==> src/rtl/pipelined_ks_adder.sv <==
// Pipelined Kogge-Stone adder/subtractor.
//
// One operand pair enters per cycle. Stage 0 forms the per-bit propagate and
// generate terms and folds in the carry-in. Stages 1..LEVELS each register one
// prefix level. A final output stage registers the sum, the carry out and the
// signed overflow. Valid/ready flow control stalls every stage together.
//
// Parameters
//   WIDTH     operand width, a power of two from 4 to 64
// Ports
//   clk       clock, rising edge
//   rst       asynchronous active-high reset
//   a, b      operands
//   cin       carry-in (ignored when sub=1)
//   sub       0: a+b+cin, 1: a-b
//   in_valid  operand qualifier
//   in_ready  pipeline can accept this cycle
//   sum       registered result, low WIDTH bits
//   cout      carry out of bit WIDTH-1
//   ovf       signed overflow
//   out_valid result qualifier
//   out_ready downstream accepts the result
module pipelined_ks_adder #(
  parameter int WIDTH = 16
) (
  input  logic             clk,
  input  logic             rst,
  input  logic [WIDTH-1:0] a,
  input  logic [WIDTH-1:0] b,
  input  logic             cin,
  input  logic             sub,
  input  logic             in_valid,
  output logic             in_ready,
  output logic [WIDTH-1:0] sum,
  output logic             cout,
  output logic             ovf,
  output logic             out_valid,
  input  logic             out_ready
);

  localparam int unsigned LEVELS = $clog2(WIDTH);

  logic adv;

  // Stage 0 combinational terms
  logic [WIDTH-1:0] b_eff;
  logic             cin_eff;
  logic [WIDTH-1:0] p0;
  logic [WIDTH-1:0] g0;

  // Pipeline registers, index = stage number
  logic [WIDTH-1:0] p_q  [0:LEVELS];   // original propagate, unmodified
  logic [WIDTH-1:0] gg_q [0:LEVELS];   // prefix generate
  logic [WIDTH-1:0] gp_q [0:LEVELS-1]; // prefix propagate
  logic             cin_q [0:LEVELS];
  logic             vld_q [0:LEVELS];

  // Next-level prefix values, index = level number
  logic [WIDTH-1:0] g_nxt  [1:LEVELS];
  logic [WIDTH-1:0] pr_nxt [1:LEVELS-1];

  // Output stage combinational terms
  logic [WIDTH-1:0] carry;
  logic [WIDTH-1:0] carry_in;
  logic [WIDTH-1:0] sum_d;
  logic             ovf_d;

  assign adv      = !out_valid || out_ready;
  assign in_ready = adv;

  always_comb begin
    b_eff   = sub ? ~b : b;
    cin_eff = sub | cin;
    p0      = a ^ b_eff;
    g0      = a & b_eff;
    // Folding the carry-in into bit 0 makes the final G[i] the true carry out of bit i.
    g0[0]   = g0[0] | (p0[0] & cin_eff);
  end

  for (genvar l = 1; l <= LEVELS; l++) begin : g_level
    localparam int D = 1 << (l - 1);
    for (genvar i = 0; i < WIDTH; i++) begin : g_bit
      if (i >= D) begin : g_op
        assign g_nxt[l][i] = gg_q[l-1][i] | (gp_q[l-1][i] & gg_q[l-1][i-D]);
        // The last level's group propagate feeds nothing, so it is not kept.
        if (l < LEVELS) begin : g_p
          assign pr_nxt[l][i] = gp_q[l-1][i] & gp_q[l-1][i-D];
        end
      end else begin : g_pass
        assign g_nxt[l][i] = gg_q[l-1][i];
        if (l < LEVELS) begin : g_p
          assign pr_nxt[l][i] = gp_q[l-1][i];
        end
      end
    end
  end

  always_comb begin
    carry    = gg_q[LEVELS];
    carry_in = {carry[WIDTH-2:0], cin_q[LEVELS]};
    sum_d    = p_q[LEVELS] ^ carry_in;
    ovf_d    = carry[WIDTH-2] ^ carry[WIDTH-1];
  end

  always_ff @(posedge clk or posedge rst) begin
    if (rst) begin
      for (int unsigned s = 0; s <= LEVELS; s++) begin
        p_q[s]   <= '0;
        gg_q[s]  <= '0;
        cin_q[s] <= 1'b0;
        vld_q[s] <= 1'b0;
      end
      for (int unsigned s = 0; s < LEVELS; s++) begin
        gp_q[s] <= '0;
      end
      sum       <= '0;
      cout      <= 1'b0;
      ovf       <= 1'b0;
      out_valid <= 1'b0;
    end else if (adv) begin
      p_q[0]   <= p0;
      gp_q[0]  <= p0;
      gg_q[0]  <= g0;
      cin_q[0] <= cin_eff;
      vld_q[0] <= in_valid;
      for (int unsigned s = 1; s <= LEVELS; s++) begin
        p_q[s]   <= p_q[s-1];
        gg_q[s]  <= g_nxt[s];
        cin_q[s] <= cin_q[s-1];
        vld_q[s] <= vld_q[s-1];
      end
      for (int unsigned s = 1; s < LEVELS; s++) begin
        gp_q[s] <= pr_nxt[s];
      end
      sum       <= sum_d;
      cout      <= carry[WIDTH-1];
      ovf       <= ovf_d;
      out_valid <= vld_q[LEVELS];
    end
  end

endmodule

==> config.mk <==
export PLATFORM = sky130hd
export DESIGN_NAME = pipelined_ks_adder
export DESIGN_NICKNAME = d
export VERILOG_FILES = /design/src/rtl/pipelined_ks_adder.sv
export SDC_FILE = /design/constraint.sdc
export NUM_CORES = 1
export LEC_CHECK = 0
export BUFFER_PORTS_ARGS = -buffer_cell sky130_fd_sc_hd__buf_2
export CAP_MARGIN = 20
export CORE_UTILIZATION = 40
export DETAILED_ROUTE_END_ITERATION = 8
export HOLD_SLACK_MARGIN = 0.1
export PLACE_DENSITY = 0.58
export SLEW_MARGIN = 20
export SYNTH_ARGS = -nofsm -noshare
export SYNTH_HDL_FRONTEND = slang
export SYNTH_SLANG_ARGS = --single-unit
==> constraint.sdc <==
create_clock -name clk -period 7.6 [get_ports clk]
set_clock_uncertainty 0.2 [all_clocks]
set_input_delay 1.14 -clock clk [delete_from_list [all_inputs] [get_ports clk]]
set_output_delay 1.14 -clock clk [all_outputs]
set_load 0.05 [all_outputs]
# --- After elaboration in Yosys (flattened, before gate mapping) ---
# Index checks and enable logic that the tools add are counted.
word_totals:
  output_inout_bits: 20
  input_bits: 38
  reg_bits: 237
op_classes:
  reduce_logical: 2
  n_bitwise: 147
  mux: 1
op_table:
  columns: ["cell", "n"]
  rows:
  - ["1-bit AND", 91]
  - ["1-bit bitwise OR", 51]
  - ["16-bit XOR", 2]
  - ["16-bit AND", 1]
  - ["16-bit 2-to-1 mux", 1]
  - ["16-bit NOT", 1]
  - ["1-bit logical NOT", 1]
  - ["1-bit logical OR", 1]
  - ["1-bit XOR", 1]

# --- Depth between registers and ports, before layout ---
depth:
  depth_word: 5
  depth_mapped: 5
  mapped_depth_nobuf: 4

# --- Worst setup path after synthesis ---
# Ideal clock, no wire load.
synth_timing:
  kind: "input -> output"
  start: "in out_ready"
  end: "out in_ready"
  stages: 4
  required_ps: 6260
  path_slack_ps: 4543
  n_path_buf: 2
  arrival_time_ps: 1717
  path_cell_list: "nor2b_2 > inv_2 > buf_6 > buf_2"
synth_via:
  elab_chain_len: 1
synth_rtl:
  columns: ["element", "line", "rtl"]
  rows:
  - ["start: declaration", "38", "input logic out_ready"]
  - ["1-bit logical OR", "68", "assign adv = !out_valid || out_ready;"]
  - ["end: declaration", "33", "output logic in_ready,"]
# No other way between the ends.

# --- Worst setup path after layout ---
# Ends and elaborated chain as after synthesis.

==> flow_metrics.env <==
export IMPL_outcome="finished, final reports clean"
export IMPL_slew_headroom_pct=39.8
export IMPL_yosysWarnings=0
export IMPL_via_count=5578
export IMPL_root_buffer="clkbuf_16"
export IMPL_n_antenna_cell=0
export IMPL_worstSetupPathType="in -> out"
export IMPL_syn_num_nets=767
export IMPL_start_kind="input pin"
export IMPL_crit_fanout=86
export IMPL_synth_top_area_share_pct=60.1
export IMPL_tightest_slew_ns=0.903
export IMPL_synth_common_cells="dfrtp_1 (223), mux2_1 (137), nand3b_1 (83)"
export IMPL_slowest_delay_ns=0.60
export IMPL_hold_ws_ns=0.265
export IMPL_cts_setup_buffers=0
export IMPL_cts_sinks=223
export IMPL_path_clk_slew_ns=0.06
export IMPL_grt_antenna_before_repair=0
export IMPL_final_cells=1058
export IMPL_post_place_ws_ns=3.33
export IMPL_synth_ff_type="dfrtp_1"
export IMPL_rsz0062_at_grt="false"
export IMPL_cts_max_path_buffers=3
export IMPL_top_level_ports=58
export IMPL_dpl_hpwl_um=11600
export IMPL_cp_data_arrival_time_ns=2.95
export IMPL_rrSetupSlack_ns=4.31
export IMPL_netlist_top_cell_by_area="dfrtp_1"
export IMPL_endpoint="in_ready"
export IMPL_fmax_mhz=233
export IMPL_startpoint="out_ready"
export IMPL_cts_max_level=1
export IMPL_synth_edff_count=0
export IMPL_irDropWorstVdd_mv=0.173
export IMPL_die_w_um=154
export IMPL_fin_setup_tns_ns=0
export IMPL_syn_inst=713
export IMPL_globalRouteTotalUtil_pct=16.1
export IMPL_die_area_mm2=0.0238
export IMPL_synthArstFlopShare_pct=100
export IMPL_reg2reg_from="out_valid"
export IMPL_gp_congestion=0.740
export IMPL_period_needed_ns=4.29
export IMPL_port_buffers=57
export IMPL_leakagePower_uw=0.00457
export IMPL_grt_first_pass_wirelength_um=31200
export IMPL_synth_area_leaders="dfrtp_1 (60%), mux2_1 (17%), nand3b_1 (6.7%), o21ai_0 (4.4%), xor2_1 (3.1%)"
export IMPL_yosys_register_bits=223
export IMPL_nNetsFinal=812
export IMPL_grt_max_degree=94
export IMPL_end_kind="primary output"
export IMPL_die_h_um=154
export IMPL_yosysUniqueCellTypes=19
export IMPL_cts_tree="done"
export IMPL_first_iter_violations=451
export IMPL_cts_hold_buf=0
export IMPL_numCtsBuffers=24
export IMPL_grt_pass1_vias=5810
export IMPL_clk_latency_ns=0.51
export IMPL_first_pass_iters=4
export IMPL_grt_overflow_total=0
export IMPL_drv_slew=0
export IMPL_r2r_end="p_q[11]"
export IMPL_ff2ff_path_depth=5
export IMPL_rows=55
export IMPL_cts_resized_gates=0
export IMPL_setup_viol=0
export IMPL_hold_violations=0
export IMPL_path_cells="buf_2 > buf_4 > nor2b_4 > inv_4 > buf_2"
export IMPL_via_per_inst=5.27
export IMPL_hp_class="reg -> reg"
export IMPL_syn_area_mm2=0.00928
export IMPL_core_mm2=0.0227
export IMPL_cp_slowest_cell="inv_4"
export IMPL_period_share_pct=56.4
export IMPL_max_cap_violations=0
export IMPL_yosysMostFrequentCell="dfrtp_1"
export IMPL_syn_avg_cell_area_um2=13.0
export IMPL_wl_per_cell_um=17.3
export IMPL_areaGrowthSynthToFinish_pct=13.5
export IMPL_start_util_pct=40.9
export IMPL_drive_above_1_share_pct=12.9
export IMPL_cp_common_cell="buf_2"
export IMPL_crit_cells=5
export IMPL_cp_num_buf_inv=4
export IMPL_ys_seq_area_share_pct=60.1
export IMPL_drc_errors=0
export IMPL_layout_setup_ws_ns=3.31
export IMPL_dpl_cell_count=1017
export IMPL_path_delay_family="buffers and inverters"
export IMPL_ant_nets=0
export IMPL_cp_required_ns=6.26
export IMPL_drt_wl_total_um=18300
export IMPL_p_per_area_mw_per_mm2=410
[how the worst min path moves through the flow]
stage | start | to | slack (ns) | cells after the start
2_1_floorplan | vld_q[0] | out_valid | 0.23 | 1
3_3_place_gp | vld_q[0] | out_valid | 0.24 | 1
3_5_place_dp | vld_q[0] | out_valid | 0.26 | 1
4_1_cts | vld_q[0] | out_valid | 0.27 | 1
5_1_grt | vld_q[0] | out_valid | 0.29 | 1
6_report | vld_q[0] | out_valid | 0.27 | 1
[flip-flops by register name (all words and copies together) (netlist names), 4 cells and up]
register / cells
p_q: 64
gp_q: 50
gg_q: 49
carry: 16
sum: 16
g_nxt: 15
vld_q: 5
cin_q: 4
[cell type report]
| cell class | count | area, um2 |
|---|---|---|
| clock buffers | 36 | 697 |
| clock inverters | 5 | 50.0 |
| fillers | 2074 | 12200 |
| inverters | 3 | 21.3 |
| multi-input cells | 443 | 3500 |
| flip-flops and latches | 223 | 5580 |
| well taps | 285 | 357 |
| repair buffers | 63 | 330 |
[worst reg2reg max path: stages (launching register included)]
cell and delay [ns]:
dfrtp_2 0.39, buf_4 0.38, nor2b_4 0.30, inv_4 0.60, buf_4 0.88, mux2_1 0.41
[metal layers]
| layer | share of wire (%) | vias to the layer above | wire [um] | GRT usage, % |
|---|---|---|---|---|
| met5 | 0 | - | 0 | 0 |
| met4 | 1.4 | 0 | 254 | 3.96 |
| met3 | 4.4 | 24 | 801 | 2.58 |
| met2 | 44 | 134 | 8080 | 24.3 |
| met1 | 50 | 2797 | 9190 | 24.1 |
| li1 | - | 2623 | - | - |
[per-stage QoR]
stage	utilization, %	instance area, um2	power (uW)
4_1_cts	46.4	10500	4380
2_1_floorplan	-	9280	2880
6_report	46.4	10500	4320
5_1_grt	46.4	10500	4610
3_5_place_dp	43.1	9790	3250
3_3_place_gp	43.1	9790	3200
[cell usage in the layout, fill, tap and decap left out]
cell type    n
dfrtp_1    222
nand2_1     34
nor3b_1      2
clkbuf_8     3
clkbuf_1     8
ha_1        16
clkinv_2     4
mux2_1     137
inv_8        1
nor2_1       1
buf_2       57
o21ai_0     81
nor2b_4      1
a31oi_1      1
nand3b_1    83
bufinv_16    1
buf_4        6
xor2_1      33
clkbuf_16   25
a21oi_1     50
nand2b_1     1
dfrtp_2      1
o21ai_1      3
inv_1        1
inv_4        1
[kinds of logic after synthesis]
kind of cell               after synthesis  synth area share, %
adders and majority gates               16                 2.16
muxes                                  137                 16.6
DFF                                    223                 60.1
xor gates and xnor gates                33                 3.11
AOI/OAI and AO/OA                      135                 7.30
buffers and inverters                   47                 2.21
and+or+nand+nor                        122                 8.45
[report_power, final]
group          switching, uW  total, uW  internal [uW]
registers                391       2090           1700
clock network            444       1110            663
logic                    657       1120            463
(Power assumes the default switching activity.)
